===== src/rtl/cpu_trace_buffer_if.sv =====
// Trace buffer bus: retire-side commit stream
// and valid/ready drain port for captured entries.
interface cpu_trace_buffer_if #(
  parameter int ADDR_W = 32,
  parameter int DATA_W = 32,
  parameter int REG_W  = 5,
  parameter int SEQ_W  = 16
);
  logic              commit_valid;
  logic [ADDR_W-1:0] commit_pc;
  logic [DATA_W-1:0] commit_instr;
  logic              commit_rf_we;
  logic [REG_W-1:0]  commit_rf_idx;
  logic [DATA_W-1:0] commit_rf_data;

  logic              rd_valid;
  logic              rd_ready;
  logic [SEQ_W-1:0]  rd_seq;
  logic [ADDR_W-1:0] rd_pc;
  logic [DATA_W-1:0] rd_instr;
  logic              rd_rf_we;
  logic [REG_W-1:0]  rd_rf_idx;
  logic [DATA_W-1:0] rd_rf_data;

  modport master (
    output commit_valid, commit_pc, commit_instr,
    output commit_rf_we, commit_rf_idx, commit_rf_data,
    output rd_ready,
    input  rd_valid, rd_seq, rd_pc, rd_instr,
    input  rd_rf_we, rd_rf_idx, rd_rf_data
  );

  modport slave (
    input  commit_valid, commit_pc, commit_instr,
    input  commit_rf_we, commit_rf_idx, commit_rf_data,
    input  rd_ready,
    output rd_valid, rd_seq, rd_pc, rd_instr,
    output rd_rf_we, rd_rf_idx, rd_rf_data
  );
endinterface


===== src/rtl/cpu_trace_buffer.sv =====
// Execution trace capture: circular pre-trigger history,
// PC-match trigger, post-trigger count, valid/ready drain.
module cpu_trace_buffer #(
  parameter int DEPTH  = 16,
  parameter int ADDR_W = 32,
  parameter int DATA_W = 32,
  parameter int REG_W  = 5,
  parameter int SEQ_W  = 16,
  parameter int CNT_W  = 8
) (
  input  logic                     clk,
  input  logic                     rst,
  input  logic                     arm,
  input  logic                     trig_en,
  input  logic [ADDR_W-1:0]        trig_pc,
  input  logic [CNT_W-1:0]         post_cnt,
  input  logic                     mode_wrap,
  cpu_trace_buffer_if.slave        bus,
  output logic [1:0]               state,
  output logic [$clog2(DEPTH):0]   count,
  output logic [CNT_W-1:0]         dropped
);
  localparam int PW = $clog2(DEPTH);
  localparam logic [PW:0] FULL_CNT = (PW+1)'(DEPTH);

  typedef enum logic [1:0] {
    S_IDLE, S_ARMED, S_TRIG, S_DONE
  } state_e;

  typedef struct packed {
    logic [SEQ_W-1:0]  seq;
    logic [ADDR_W-1:0] pc;
    logic [DATA_W-1:0] instr;
    logic              rf_we;
    logic [REG_W-1:0]  rf_idx;
    logic [DATA_W-1:0] rf_data;
  } entry_t;

  state_e            state_q, state_d;
  logic [PW-1:0]     wptr_q, wptr_d;
  logic [PW-1:0]     rptr_q, rptr_d;
  logic [PW:0]       count_q, count_d;
  logic [CNT_W-1:0]  dropped_q, dropped_d;
  logic [CNT_W-1:0]  rem_q, rem_d;
  logic [SEQ_W-1:0]  seq_q, seq_d;
  logic              we;
  logic              full;
  logic              pop;
  entry_t            mem [DEPTH];
  entry_t            wr_e;
  entry_t            head;

  assign full = (count_q == FULL_CNT);
  assign head = mem[rptr_q];
  assign bus.rd_valid = (state_q == S_DONE) && (count_q != '0);
  assign pop = bus.rd_valid && bus.rd_ready;

  assign bus.rd_seq     = head.seq;
  assign bus.rd_pc      = head.pc;
  assign bus.rd_instr   = head.instr;
  assign bus.rd_rf_we   = head.rf_we;
  assign bus.rd_rf_idx  = head.rf_idx;
  assign bus.rd_rf_data = head.rf_data;

  assign wr_e = '{
    seq:     seq_q,
    pc:      bus.commit_pc,
    instr:   bus.commit_instr,
    rf_we:   bus.commit_rf_we,
    rf_idx:  bus.commit_rf_idx,
    rf_data: bus.commit_rf_data
  };

  assign state   = state_q;
  assign count   = count_q;
  assign dropped = dropped_q;

  // Next-state: arm wins, then per-state commit/pop handling
  always_comb begin
    state_d   = state_q;
    wptr_d    = wptr_q;
    rptr_d    = rptr_q;
    count_d   = count_q;
    dropped_d = dropped_q;
    rem_d     = rem_q;
    seq_d     = seq_q;
    we        = 1'b0;
    if (arm) begin
      state_d   = trig_en ? S_ARMED : S_TRIG;
      wptr_d    = '0;
      rptr_d    = '0;
      count_d   = '0;
      dropped_d = '0;
      seq_d     = '0;
      rem_d     = post_cnt;
    end else begin
      unique case (state_q)
        S_ARMED: begin
          if (bus.commit_valid) begin
            we     = 1'b1;
            wptr_d = wptr_q + 1'b1;
            seq_d  = seq_q + 1'b1;
            if (full) rptr_d = rptr_q + 1'b1;
            else      count_d = count_q + 1'b1;
            if (bus.commit_pc == trig_pc)
              state_d = (rem_q == '0) ? S_DONE : S_TRIG;
          end
        end
        S_TRIG: begin
          if (bus.commit_valid) begin
            if (rem_q == '0) begin
              // zero post count from an immediate arm
              state_d = S_DONE;
            end else begin
              rem_d = rem_q - 1'b1;
              seq_d = seq_q + 1'b1;
              if (rem_q == CNT_W'(1)) state_d = S_DONE;
              if (!full) begin
                we      = 1'b1;
                wptr_d  = wptr_q + 1'b1;
                count_d = count_q + 1'b1;
              end else begin
                dropped_d = (&dropped_q) ? dropped_q
                          : dropped_q + 1'b1;
                if (mode_wrap) begin
                  we     = 1'b1;
                  wptr_d = wptr_q + 1'b1;
                  rptr_d = rptr_q + 1'b1;
                end
              end
            end
          end
        end
        S_DONE: begin
          if (pop) begin
            rptr_d  = rptr_q + 1'b1;
            count_d = count_q - 1'b1;
          end
        end
        default: ;
      endcase
    end
  end

  // Control state registers
  always_ff @(posedge clk or negedge rst) begin
    if (!rst) begin
      state_q   <= S_IDLE;
      wptr_q    <= '0;
      rptr_q    <= '0;
      count_q   <= '0;
      dropped_q <= '0;
      rem_q     <= '0;
      seq_q     <= '0;
    end else begin
      state_q   <= state_d;
      wptr_q    <= wptr_d;
      rptr_q    <= rptr_d;
      count_q   <= count_d;
      dropped_q <= dropped_d;
      rem_q     <= rem_d;
      seq_q     <= seq_d;
    end
  end

  // Entry storage, intentionally not reset
  always_ff @(posedge clk) begin
    if (we) mem[wptr_q] <= wr_e;
  end
endmodule


===== src/flat_wrapper.sv =====
// flat-port wrapper written by rule: the top's interface ports become plain ports
module cpu_trace_buffer_flat 
#(
  parameter int DEPTH  = 16,
  parameter int ADDR_W = 32,
  parameter int DATA_W = 32,
  parameter int REG_W  = 5,
  parameter int SEQ_W  = 16,
  parameter int CNT_W  = 8
)
  (clk, rst, arm, trig_en, trig_pc, post_cnt, mode_wrap, state, count, dropped, bus_commit_valid, bus_commit_pc, bus_commit_instr, bus_commit_rf_we, bus_commit_rf_idx, bus_commit_rf_data, bus_rd_ready, bus_rd_valid, bus_rd_seq, bus_rd_pc, bus_rd_instr, bus_rd_rf_we, bus_rd_rf_idx, bus_rd_rf_data);
  cpu_trace_buffer_if #(.ADDR_W(ADDR_W), .DATA_W(DATA_W), .REG_W(REG_W), .SEQ_W(SEQ_W)) bus_i ();
  input  logic clk;
  input  logic rst;
  input  logic arm;
  input  logic trig_en;
  input  logic [ADDR_W-1:0] trig_pc;
  input  logic [CNT_W-1:0] post_cnt;
  input  logic mode_wrap;
  output logic [1:0] state;
  output logic [$clog2(DEPTH):0] count;
  output logic [CNT_W-1:0] dropped;
  input wire logic [$bits(bus_i.commit_valid)-1:0] bus_commit_valid;
  input wire logic [$bits(bus_i.commit_pc)-1:0] bus_commit_pc;
  input wire logic [$bits(bus_i.commit_instr)-1:0] bus_commit_instr;
  input wire logic [$bits(bus_i.commit_rf_we)-1:0] bus_commit_rf_we;
  input wire logic [$bits(bus_i.commit_rf_idx)-1:0] bus_commit_rf_idx;
  input wire logic [$bits(bus_i.commit_rf_data)-1:0] bus_commit_rf_data;
  input wire logic [$bits(bus_i.rd_ready)-1:0] bus_rd_ready;
  output wire logic [$bits(bus_i.rd_valid)-1:0] bus_rd_valid;
  output wire logic [$bits(bus_i.rd_seq)-1:0] bus_rd_seq;
  output wire logic [$bits(bus_i.rd_pc)-1:0] bus_rd_pc;
  output wire logic [$bits(bus_i.rd_instr)-1:0] bus_rd_instr;
  output wire logic [$bits(bus_i.rd_rf_we)-1:0] bus_rd_rf_we;
  output wire logic [$bits(bus_i.rd_rf_idx)-1:0] bus_rd_rf_idx;
  output wire logic [$bits(bus_i.rd_rf_data)-1:0] bus_rd_rf_data;
  assign bus_i.commit_valid = bus_commit_valid;
  assign bus_i.commit_pc = bus_commit_pc;
  assign bus_i.commit_instr = bus_commit_instr;
  assign bus_i.commit_rf_we = bus_commit_rf_we;
  assign bus_i.commit_rf_idx = bus_commit_rf_idx;
  assign bus_i.commit_rf_data = bus_commit_rf_data;
  assign bus_i.rd_ready = bus_rd_ready;
  assign bus_rd_valid = bus_i.rd_valid;
  assign bus_rd_seq = bus_i.rd_seq;
  assign bus_rd_pc = bus_i.rd_pc;
  assign bus_rd_instr = bus_i.rd_instr;
  assign bus_rd_rf_we = bus_i.rd_rf_we;
  assign bus_rd_rf_idx = bus_i.rd_rf_idx;
  assign bus_rd_rf_data = bus_i.rd_rf_data;
  cpu_trace_buffer #(.DEPTH(DEPTH), .ADDR_W(ADDR_W), .DATA_W(DATA_W), .REG_W(REG_W), .SEQ_W(SEQ_W), .CNT_W(CNT_W)) u_core (.clk(clk), .rst(rst), .arm(arm), .trig_en(trig_en), .trig_pc(trig_pc), .post_cnt(post_cnt), .mode_wrap(mode_wrap), .bus(bus_i), .state(state), .count(count), .dropped(dropped));
endmodule

===== config.mk =====
export PLATFORM = sky130hd
export DESIGN_NAME = cpu_trace_buffer_flat
export DESIGN_NICKNAME = d
export VERILOG_FILES = /design/src/rtl/cpu_trace_buffer_if.sv /design/src/rtl/cpu_trace_buffer.sv /design/src/flat_wrapper.sv
export SDC_FILE = /design/constraint.sdc
export NUM_CORES = 1
export LEC_CHECK = 0
export CAP_MARGIN = 20
export CORE_ASPECT_RATIO = 0.5
export CORE_MARGIN = 2
export CORE_UTILIZATION = 28
export CTS_CLUSTER_DIAMETER = 200
export CTS_CLUSTER_SIZE = 10
export DETAILED_ROUTE_END_ITERATION = 7
export PLACE_DENSITY = 0.46
export SETUP_SLACK_MARGIN = 0.15
export SLEW_MARGIN = 10
export SYNTH_ARGS = -nofsm -noshare
export SYNTH_HDL_FRONTEND = slang
export SYNTH_SLANG_ARGS = --single-unit

===== constraint.sdc =====
create_clock -name clk -period 23.8 [get_ports clk]
set_input_delay 4.76 -clock clk [delete_from_list [all_inputs] [get_ports clk]]
set_output_delay 4.76 -clock clk [all_outputs]
set_load 0.01 [all_outputs]

==> flow_metrics.tcl, run 1 <==
set metrics [dict create \
    yosysMostFrequentCell "edfxtp_1" \
    portBuffers 282 \
    critPathKind "flip-flop to output port" \
    cp-start-kind "flip-flop" \
    holdWs_ps 589.3 \
    gp_congestion 0.7344 \
    endpoint_kind "output port" \
    post-route-drc-count 0 \
    synth_cell_types 57 \
    p_leak_nw 26.24 \
    post_drt_wl_per_cell_um 27.95 \
    drt-pass1-iter-count 8 \
    tightest_slew_ps 1169 \
    root_buffer "clkbuf_16" \
    grt_max_degree 129 \
    clock_latency_ps 850 \
    viasPerCell 4.794 \
    status "finished, final reports clean" \
    clk_pin_slew_ps 60 \
    die_area_um2 268400 \
    max_cap_violations 0 \
    synth-seq-cells 1935 \
    fill_cells 24550 \
    postRouteAntennaNets 0 \
    fin_setup_tns_ps 0 \
    async_flop_share 0.02429 \
    grt_pass1_wl_um 274100 \
    fin_nets 3579 \
    grt_overflow 0 \
    drt_iter0_drc 2884 \
    arrival_ps 6600 \
    syn_area_um2 73920 \
    fin_crit_ps 11360 \
    syn_nets 3146 \
    hpwl_um 98050 \
    yosys_warnings 0 \
    path_max_fanout 47 \
    synth_area_per_cell_um2 24.80 \
    rsz0062_at_grt "false" \
    cts_resized 0 \
    multi_input_area_um2 15460 \
    syn_to_final_growth_pct 17.73 \
    row_count 133 \
    regArea_um2 57880 \
    power_density_nw_per_um2 101.0 \
    ctsHoldBuffers 0 \
    slowest_delay_ps 1070 \
    fp.dieH_um 367.3 \
    min_path_type "flip-flop to flip-flop" \
    relSlewSlack 0.2206 \
    post_cts_buffers 0 \
    fmaxAchievable_ghz 0.08803 \
    cp.required_ps 19040 \
    max-vdd-ir-drop_uv 57.90 \
    synth_area_leaders "edfxtp_1 77%, mux4_2 18%, dfrtp_1 1.6%, xnor2_1 0.64%, clkbuf_1 0.35%" \
    start_util 0.2815 \
    ys_seq_area_frac 0.7829 \
    crit_chain "buf_4 -> buf_4 -> buf_4 -> buf_4 -> buf_16 -> mux4_2 -> mux4_2 -> clkdlybuf4s50_1" \
    ctsHtreeMaxLevel 4 \
    p_total_mw 8.788 \
    num_io_pins 283 \
    synth_top_cell_area_share 0.7670 \
    coreArea_um2 262600 \
    cts_num_sinks 1935 \
    final_area_um2 87030 \
    finClkSkew_ps 80.85 \
    num_vias 33330 \
    grt_usage 0.1432 \
    synthTopCellsByCount "1888 x edfxtp_1, 590 x mux4_2, 69 x clkbuf_1" \
    synth_edf_count 1888 \
    period_share 0.4773 \
    setup_viol 0 \
    critical_path.most_common_cell "buf_4" \
    cts_tree "built" \
    cts-buffers-inserted 219 \
    routed_wl_um 194300 \
    crit_slowest_cell "dfrtp_4" \
    synth_flop_cell "edfxtp_1" \
    place_area_um2 81300 \
    die_x_um 730.6 \
    grt_pass1_vias 36000 \
    drv_slew 0 \
    synth_cells 2981 \
    cts_max_path_buffers 4 \
    yosysTopAreaCell "edfxtp_1" \
    finalHoldViolations 0 \
    antenna_found_initial 14 \
    drive_gt1_frac 0.2711 \
]
-- stage by stage --
step                      worst slack [ps]  cells  utilization
final                                12440   6952       0.3314
after global routing                 11780   6952       0.3314
after CTS                            11890   6950       0.3313
after detailed placement             12840   6702       0.3096
after global placement               12870   6701       0.3095
after floorplan                       9418   2981            -
-- report_power, final --
part / leakage (nW) / total (mW) / switching [mW] / internal, mW
logic: 5.70 / 2.03 / 0.941 / 1.09
registers: 17.8 / 3.86 / 0.0647 / 3.80
clock network: 2.78 / 2.90 / 1.26 / 1.63
total: 26.2 / 8.79 / 2.27 / 6.52
-- layout make-up --
cell class                      count  share of cell area
Sequential cell                  1935              0.6651
Multi-Input combinational cell    887              0.1776
Clock buffer                      241             0.06441
Tap cell                         3510             0.05046
Timing Repair Buffer              356             0.04060
Clock inverter                      7            0.001035
Inverter                           15           0.0007332
Antenna cell                        1          0.00002875
-- critical path, delay by kind of cell (launching register included) --
family | cells | cell delay (ps)
flip-flops | 1 | 1070
multiplexers | 2 | 1070
buffers and inverters | 6 | 3460
-- kinds of logic after synthesis --
kind of cell               after synthesis  synth area share
AOI/OAI and AO/OA                       60          0.005789
and+or+nand+nor                        156           0.01109
buffers and inverters                  159          0.009868
muxes                                  593            0.1802
adders and majority gates               16          0.002810
xor gates and xnor gates                62          0.007346
DFF                                   1935            0.7829
-- path summary, 6_finish.rpt --
check                      slack, ps                          start  cells after the start                             to
max in group asynchronous      19240                            rst                      2   u_core.rptr_q[0]$_DFFE_PN0P_
hold reg to reg                  590  u_core.dropped[6]$_DFFE_PN0P_                      2  u_core.dropped[6]$_DFFE_PN0P_
hold / removal                   590  u_core.dropped[6]$_DFFE_PN0P_                      2  u_core.dropped[6]$_DFFE_PN0P_
setup reg to reg               18560    u_core.rem_q[0]$_DFFE_PN0P_                      9    u_core.mem[8][35]$_DFFE_PP_
setup / recovery               12440   u_core.rptr_q[0]$_DFFE_PN0P_                      8                bus_rd_instr[9]
min in group asynchronous       4030                            rst                      2  u_core.dropped[0]$_DFFE_PN0P_
-- metal layers --
metal,track usage,part of all wire
met4,0.03534,0.023
met2,0.2380,0.49
met1,0.1983,0.45
met3,0.02076,0.037
met5,0,0.00014
-- flip-flops by register name, indices dropped and copies added, names as in the netlist --
register        cells
u_core.mem       1888
u_core.rptr_q       4
u_core.rem_q        8
u_core.seq_q       16
u_core.count        5
u_core.wptr_q       4
u_core.state        2
u_core.dropped      8
-- layout by cell type, fill, tap and decap left out, types with 12 or more instances in the layout --
cell             count
a21oi_1             15
buf_4               62
clkbuf_1            20
clkbuf_16          221
clkdlybuf4s50_1    280
dfrtp_1             44
edfxtp_1          1888
ha_1                15
inv_1               13
mux4_2             590
nand2_1             26
nand3_1             17
nand4_1             13
nor2_1              33
nor2_4              12
o21ai_0             18
xnor2_1             54
No activity file was read; power rests on OpenSTA's default activity.
==> inputs of run 2 (changes only) <==
==> constraint.sdc (replaced) <==
create_clock -name clk -period 11.3 [get_ports clk]
set_input_delay 2.26 -clock clk [delete_from_list [all_inputs] [get_ports clk]]
set_output_delay 2.26 -clock clk [all_outputs]
set_load 0.01 [all_outputs]
==> flow_metrics.tcl, run 2 (same netlist as run 1, synthesis figures left out) <==
set metrics [dict create \
    status "finished, final reports clean" \
    routed_wl_um 191200 \
    power_density_nw_per_um2 212.7 \
    path_max_fanout 57 \
    crit_slowest_cell "dfrtp_4" \
    r2r_setup_slack_ps 6780 \
    holdWs_ps 592.7 \
    grt_overflow 0 \
    fin_nets 3561 \
    largest_reg_flops 1888 \
    fmaxAchievable_ghz 0.1388 \
    setup_viol 0 \
    max_cap_violations 0 \
    grt_pass1_wl_um 270700 \
    cts-buffers-inserted 219 \
    gp_congestion 0.7140 \
    root_buffer "clkbuf_16" \
    largest_register "u_core.mem" \
    drive_gt1_frac 0.2669 \
    arrival_ps 4950 \
    portBuffers 282 \
    endpoint_kind "output port" \
    tightest_slew_ps 1051 \
    fill_cells 24500 \
    clkPwrFrac 0.329 \
    seq_power_share 0.440 \
    max-vdd-ir-drop_uv 161.9 \
    startpoint "u_core.rptr_q[1]$_DFFE_PN0P_" \
    fin_setup_tns_ps 0 \
    die_x_um 730.6 \
    setup_slack_ps 4094 \
    antenna_found_initial 17 \
    post_cts_buffers 0 \
    min_path_type "flip-flop to flip-flop" \
    rr_worst_depth 9 \
    grt_usage 0.1407 \
    cp-start-kind "flip-flop" \
    cts_num_sinks 1935 \
    dp_slack_ps 4835 \
    p_int_mw 13.75 \
    sw_frac_of_total 0.2571 \
    dp.cells 6685 \
    critPathKind "flip-flop to output port" \
    p_comb_frac 0.232 \
    cp.depth 5 \
    ctsHtreeMaxLevel 4 \
    drt-pass1-iter-count 5 \
    start_util 0.2815 \
    layout_commonest_cell "edfxtp_1" \
    cts_max_path_buffers 4 \
    finClkSkew_ps 57.86 \
    viasPerCell 4.799 \
    post-route-drc-count 0 \
    cts_resized 0 \
    top_regs "u_core.mem x1888, u_core.seq_q x16" \
    clock_latency_ps 840 \
    rsz0062_at_grt "false" \
    drv_slew 0 \
    row_count 133 \
    grt_max_degree 107 \
    fp.dieH_um 367.3 \
    num_vias 33270 \
    postRouteAntennaNets 0 \
    cp.buffers_inverters 3 \
    power.switching_mw 4.757 \
    syn_to_final_growth_pct 17.69 \
    cts_tree "built" \
    coreArea_um2 262600 \
    num_io_pins 283 \
    relSlewSlack 0.2991 \
    ctsHoldBuffers 0 \
    fin_cells 6933 \
    reg2reg_to "u_core.mem[12][87]$_DFFE_PP_" \
    crit_chain "buf_4 -> buf_4 -> mux4_2 -> mux4_2 -> clkdlybuf4s50_1" \
    clk_pin_slew_ps 70 \
    cp.required_ps 9040 \
    grt_pass1_vias 36120 \
    die_area_um2 268400 \
    finalHoldViolations 0 \
    r2r_start "u_core.rem_q[0]$_DFFE_PN0P_" \
    p_leak_nw 26.12 \
    fin_crit_ps 7206 \
    drt_iter0_drc 2932 \
    endpoint "bus_rd_instr[3]" \
    final_cell_mix "1888 x edfxtp_1, 590 x mux4_2, 280 x clkdlybuf4s50_1, 222 x clkbuf_16, 54 x xnor2_1" \
    slowest_delay_ps 880 \
    crit_family "buffers and inverters" \
    post_drt_wl_per_cell_um 27.58 \
    period_share 0.6377 \
    hpwl_um 93680 \
]
## run 2: cell types whose count changed in the layout (fill, tap and decap cells not counted)
| cell | before | now |
|---|---|---|
| buf_12 | 10 | 21 |
| buf_16 | 2 | 0 |
| buf_4 | 62 | 35 |
| clkbuf_16 | 221 | 222 |
| clkinv_8 | 4 | 1 |
| diode_2 | 1 | 2 |
| inv_16 | 0 | 1 |
| inv_6 | 2 | 1 |
| nor3_2 | 8 | 6 |
| nor3_4 | 1 | 3 |
## run 2: tightest hold or removal path, stage by stage (launching register included)
cell	delay, ps
dfrtp_1	390
xnor2_1	90
nor2_1	70
## run 2: worst min-delay path by stage
stage	startpoint	endpoint	slack, ps	depth (start not counted)
6_report	u_core.dropped[6]$_DFFE_PN0P_	u_core.dropped[6]$_DFFE_PN0P_	590	2
5_1_grt	u_core.dropped[6]$_DFFE_PN0P_	u_core.dropped[6]$_DFFE_PN0P_	610	2
4_1_cts	u_core.dropped[6]$_DFFE_PN0P_	u_core.dropped[6]$_DFFE_PN0P_	600	2
3_5_place_dp	u_core.dropped[6]$_DFFE_PN0P_	u_core.dropped[6]$_DFFE_PN0P_	580	2
3_3_place_gp	u_core.dropped[6]$_DFFE_PN0P_	u_core.dropped[6]$_DFFE_PN0P_	560	2
2_1_floorplan	u_core.wptr_q[0]$_DFFE_PN0P_	u_core.wptr_q[0]$_DFFE_PN0P_	560	1
## run 2: metal layers
| layer | share of wire | track usage | vias to the layer above |
|---|---|---|---|
| met1 | 0.44 | 0.1929 | 18670 |
| met4 | 0.019 | 0.03090 | 0 |
| met5 | 0 | 0 | - |
| met2 | 0.50 | 0.2385 | 720 |
| li1 | - | - | 13630 |
| met3 | 0.039 | 0.01978 | 251 |
## run 2: layout make-up
class,count,area [um2],share of cell area
well taps,3510,4392,0.05048
clock buffers,242,5630,0.06472
inverters,15,63.81,0.0007335
repair buffers,338,3496,0.04019
multi-input cells,887,15470,0.1779
diodes,2,5.005,0.00005753
clock inverters,4,52.55,0.0006041
flip-flops and latches,1935,57880,0.6654
## run 2: stage by stage
step                      power, mW  utilization  area (um2)
after floorplan               11.09            -       73930
after global placement        12.71       0.3096       81300
after detailed placement      12.72       0.3096       81310
after CTS                     18.88       0.3313       86990
after global routing          19.29       0.3313       86990
final                         18.50       0.3313       86990
## run 2: power groups by stage
stage | Clock [mW] | Sequential [mW] | Combinational [mW]
global placement | 0 | 8.28 | 4.43
floorplan | 0 | 8.20 | 2.89
detailed placement | 0 | 8.29 | 4.43
CTS | 6.30 | 8.14 | 4.45
global route | 6.56 | 8.15 | 4.58
finish | 6.09 | 8.13 | 4.28
==> inputs of run 3 (changes only) <==
--- a/config.mk
+++ b/config.mk
@@ -12,7 +12,7 @@
 export CTS_CLUSTER_DIAMETER = 200
 export CTS_CLUSTER_SIZE = 10
 export DETAILED_ROUTE_END_ITERATION = 7
-export PLACE_DENSITY = 0.46
+export PLACE_DENSITY = 0.47
 export SETUP_SLACK_MARGIN = 0.15
 export SLEW_MARGIN = 10
 export SYNTH_ARGS = -nofsm -noshare
==> constraint.sdc (replaced) <==
create_clock -name clk -period 5.9 [get_ports clk]
set_input_delay 1.18 -clock clk [delete_from_list [all_inputs] [get_ports clk]]
set_output_delay 1.18 -clock clk [all_outputs]
set_load 0.01 [all_outputs]
==> flow_metrics.tcl, run 3 (same netlist as run 1, synthesis figures left out) <==
set metrics [dict create \
    endpoint_kind "output port" \
    clk_pin_slew_ps 70 \
    p_total_mw 35.60 \
    die_area_um2 268400 \
    post_cts_buffers 0 \
    dp_slack_ps 1294 \
    post-route-drc-count 0 \
    grt_pass1_wl_um 270400 \
    root_buffer "clkbuf_16" \
    cp-start-kind "flip-flop" \
    clock_latency_ps 830 \
    cts_tree "built" \
    row_count 133 \
    routed_wl_um 191100 \
    power_density_nw_per_um2 404.9 \
    fp.dieH_um 367.3 \
    cp.required_ps 4720 \
    arrival_ps 4080 \
    status "finished, final reports clean" \
    fmaxAchievable_ghz 0.1900 \
    p_leak_nw 26.54 \
    fin_util 0.3348 \
    portBuffers 282 \
    cts_resized 0 \
    grt_overflow 0 \
    period_share 0.8921 \
    drv_slew 0 \
    final_area_um2 87910 \
    cts_max_path_buffers 4 \
    gp_congestion 0.7193 \
    antenna_found_initial 11 \
    drt-pass1-iter-count 5 \
    drive_gt1_frac 0.2802 \
    num_io_pins 283 \
    ctsHoldBuffers 0 \
    layout_commonest_cell "edfxtp_1" \
    start_util 0.2815 \
    grt_usage 0.1402 \
    grt_max_degree 91 \
    final_cell_mix "1888 x edfxtp_1, 590 x mux4_2, 280 x clkdlybuf4s50_1, 220 x clkbuf_16" \
    viasPerCell 4.760 \
    min_path_type "primary input to async pin" \
    setup_viol 0 \
    drt_iter0_drc 2873 \
    max_cap_violations 0 \
    max-vdd-ir-drop_uv 249.4 \
    top_regs "u_core.mem x1888, u_core.seq_q x16" \
    fin_nets 3622 \
    cts-buffers-inserted 219 \
    fin_crit_ps 5264 \
    rsz0062_at_grt "false" \
    hpwl_um 101800 \
    place_area_um2 82240 \
    die_x_um 730.6 \
    setup_slack_ps 636.5 \
    finClkSkew_ps 48.16 \
    num_vias 33300 \
    tightest_slew_ps 1053 \
    relSlewSlack 0.2930 \
    postRouteAntennaNets 0 \
    critPathKind "flip-flop to output port" \
    path_max_fanout 32 \
    ctsHtreeMaxLevel 4 \
    finalHoldViolations 0 \
    post_drt_wl_per_cell_um 27.32 \
    grt_pass1_vias 36140 \
    cts_num_sinks 1935 \
    largest_register "u_core.mem" \
    syn_to_final_growth_pct 18.93 \
    coreArea_um2 262600 \
    largest_reg_flops 1888 \
]
==> run 3: through the flow <==
stage / setup TNS, ps / instances / hold slack (ps)
after floorplan: -3049960 / 2981 / 555.3
after global placement: 0 / 6744 / 562.8
after detailed placement: 0 / 6746 / 578.6
after CTS: 0 / 6993 / 424.0
after global routing: 0 / 6996 / 477.4
final: 0 / 6996 / 463.6
==> run 3: area by class of cell <==
class / count / area, um2
antenna: 3 / 7.507
clock buffer: 239 / 5577
clock inverter: 8 / 87.58
fill: 24410 / 174700
inverter: 15 / 63.81
multi-input combinational: 887 / 15480
sequential: 1935 / 57880
tap: 3510 / 4392
timing repair buffer: 399 / 4420
==> run 3: worst paths after layout <==
check / cells past startpoint / slack, ps / startpoint / endpoint
worst max-delay path: 5 / 640 / u_core.rptr_q[0]$_DFFE_PN0P_ / bus_rd_rf_data[12]
worst min-delay path: 2 / 460 / rst / u_core.count[3]$_DFFE_PN0P_
worst max register to register: 8 / 2170 / u_core.rem_q[0]$_DFFE_PN0P_ / u_core.mem[4][28]$_DFFE_PP_
worst min register to register: 2 / 590 / u_core.dropped[7]$_DFFE_PN0P_ / u_core.dropped[7]$_DFFE_PN0P_
max in group asynchronous: 2 / 4920 / rst / u_core.rptr_q[1]$_DFFE_PN0P_
min in group clk: 2 / 590 / u_core.dropped[7]$_DFFE_PN0P_ / u_core.dropped[7]$_DFFE_PN0P_
==> run 3: power by group <==
part / internal, mW / switching (mW) / total, mW / leakage (nW)
clock: 6.57 / 5.05 / 11.6 / 2.77
combinational: 4.54 / 3.87 / 8.41 / 6.03
sequential: 15.3 / 0.259 / 15.6 / 17.7
total: 26.4 / 9.18 / 35.6 / 26.5
==> run 3: critical path, stage by stage, from the launching register on <==
cell and delay (ps):
dfrtp_4 900, buf_12 350, buf_12 290, mux4_2 540, mux4_2 510, clkdlybuf4s50_1 520
==> run 3: per-layer routing <==
| metal | vias up | wire, um | track usage |
|---|---|---|---|
| li1 | 13770 | - | - |
| met1 | 18580 | 83450 | 0.1897 |
| met2 | 684 | 96480 | 0.2392 |
| met3 | 270 | 6924 | 0.01947 |
| met4 | 2 | 4250 | 0.03391 |
| met5 | - | 10 | 0 |
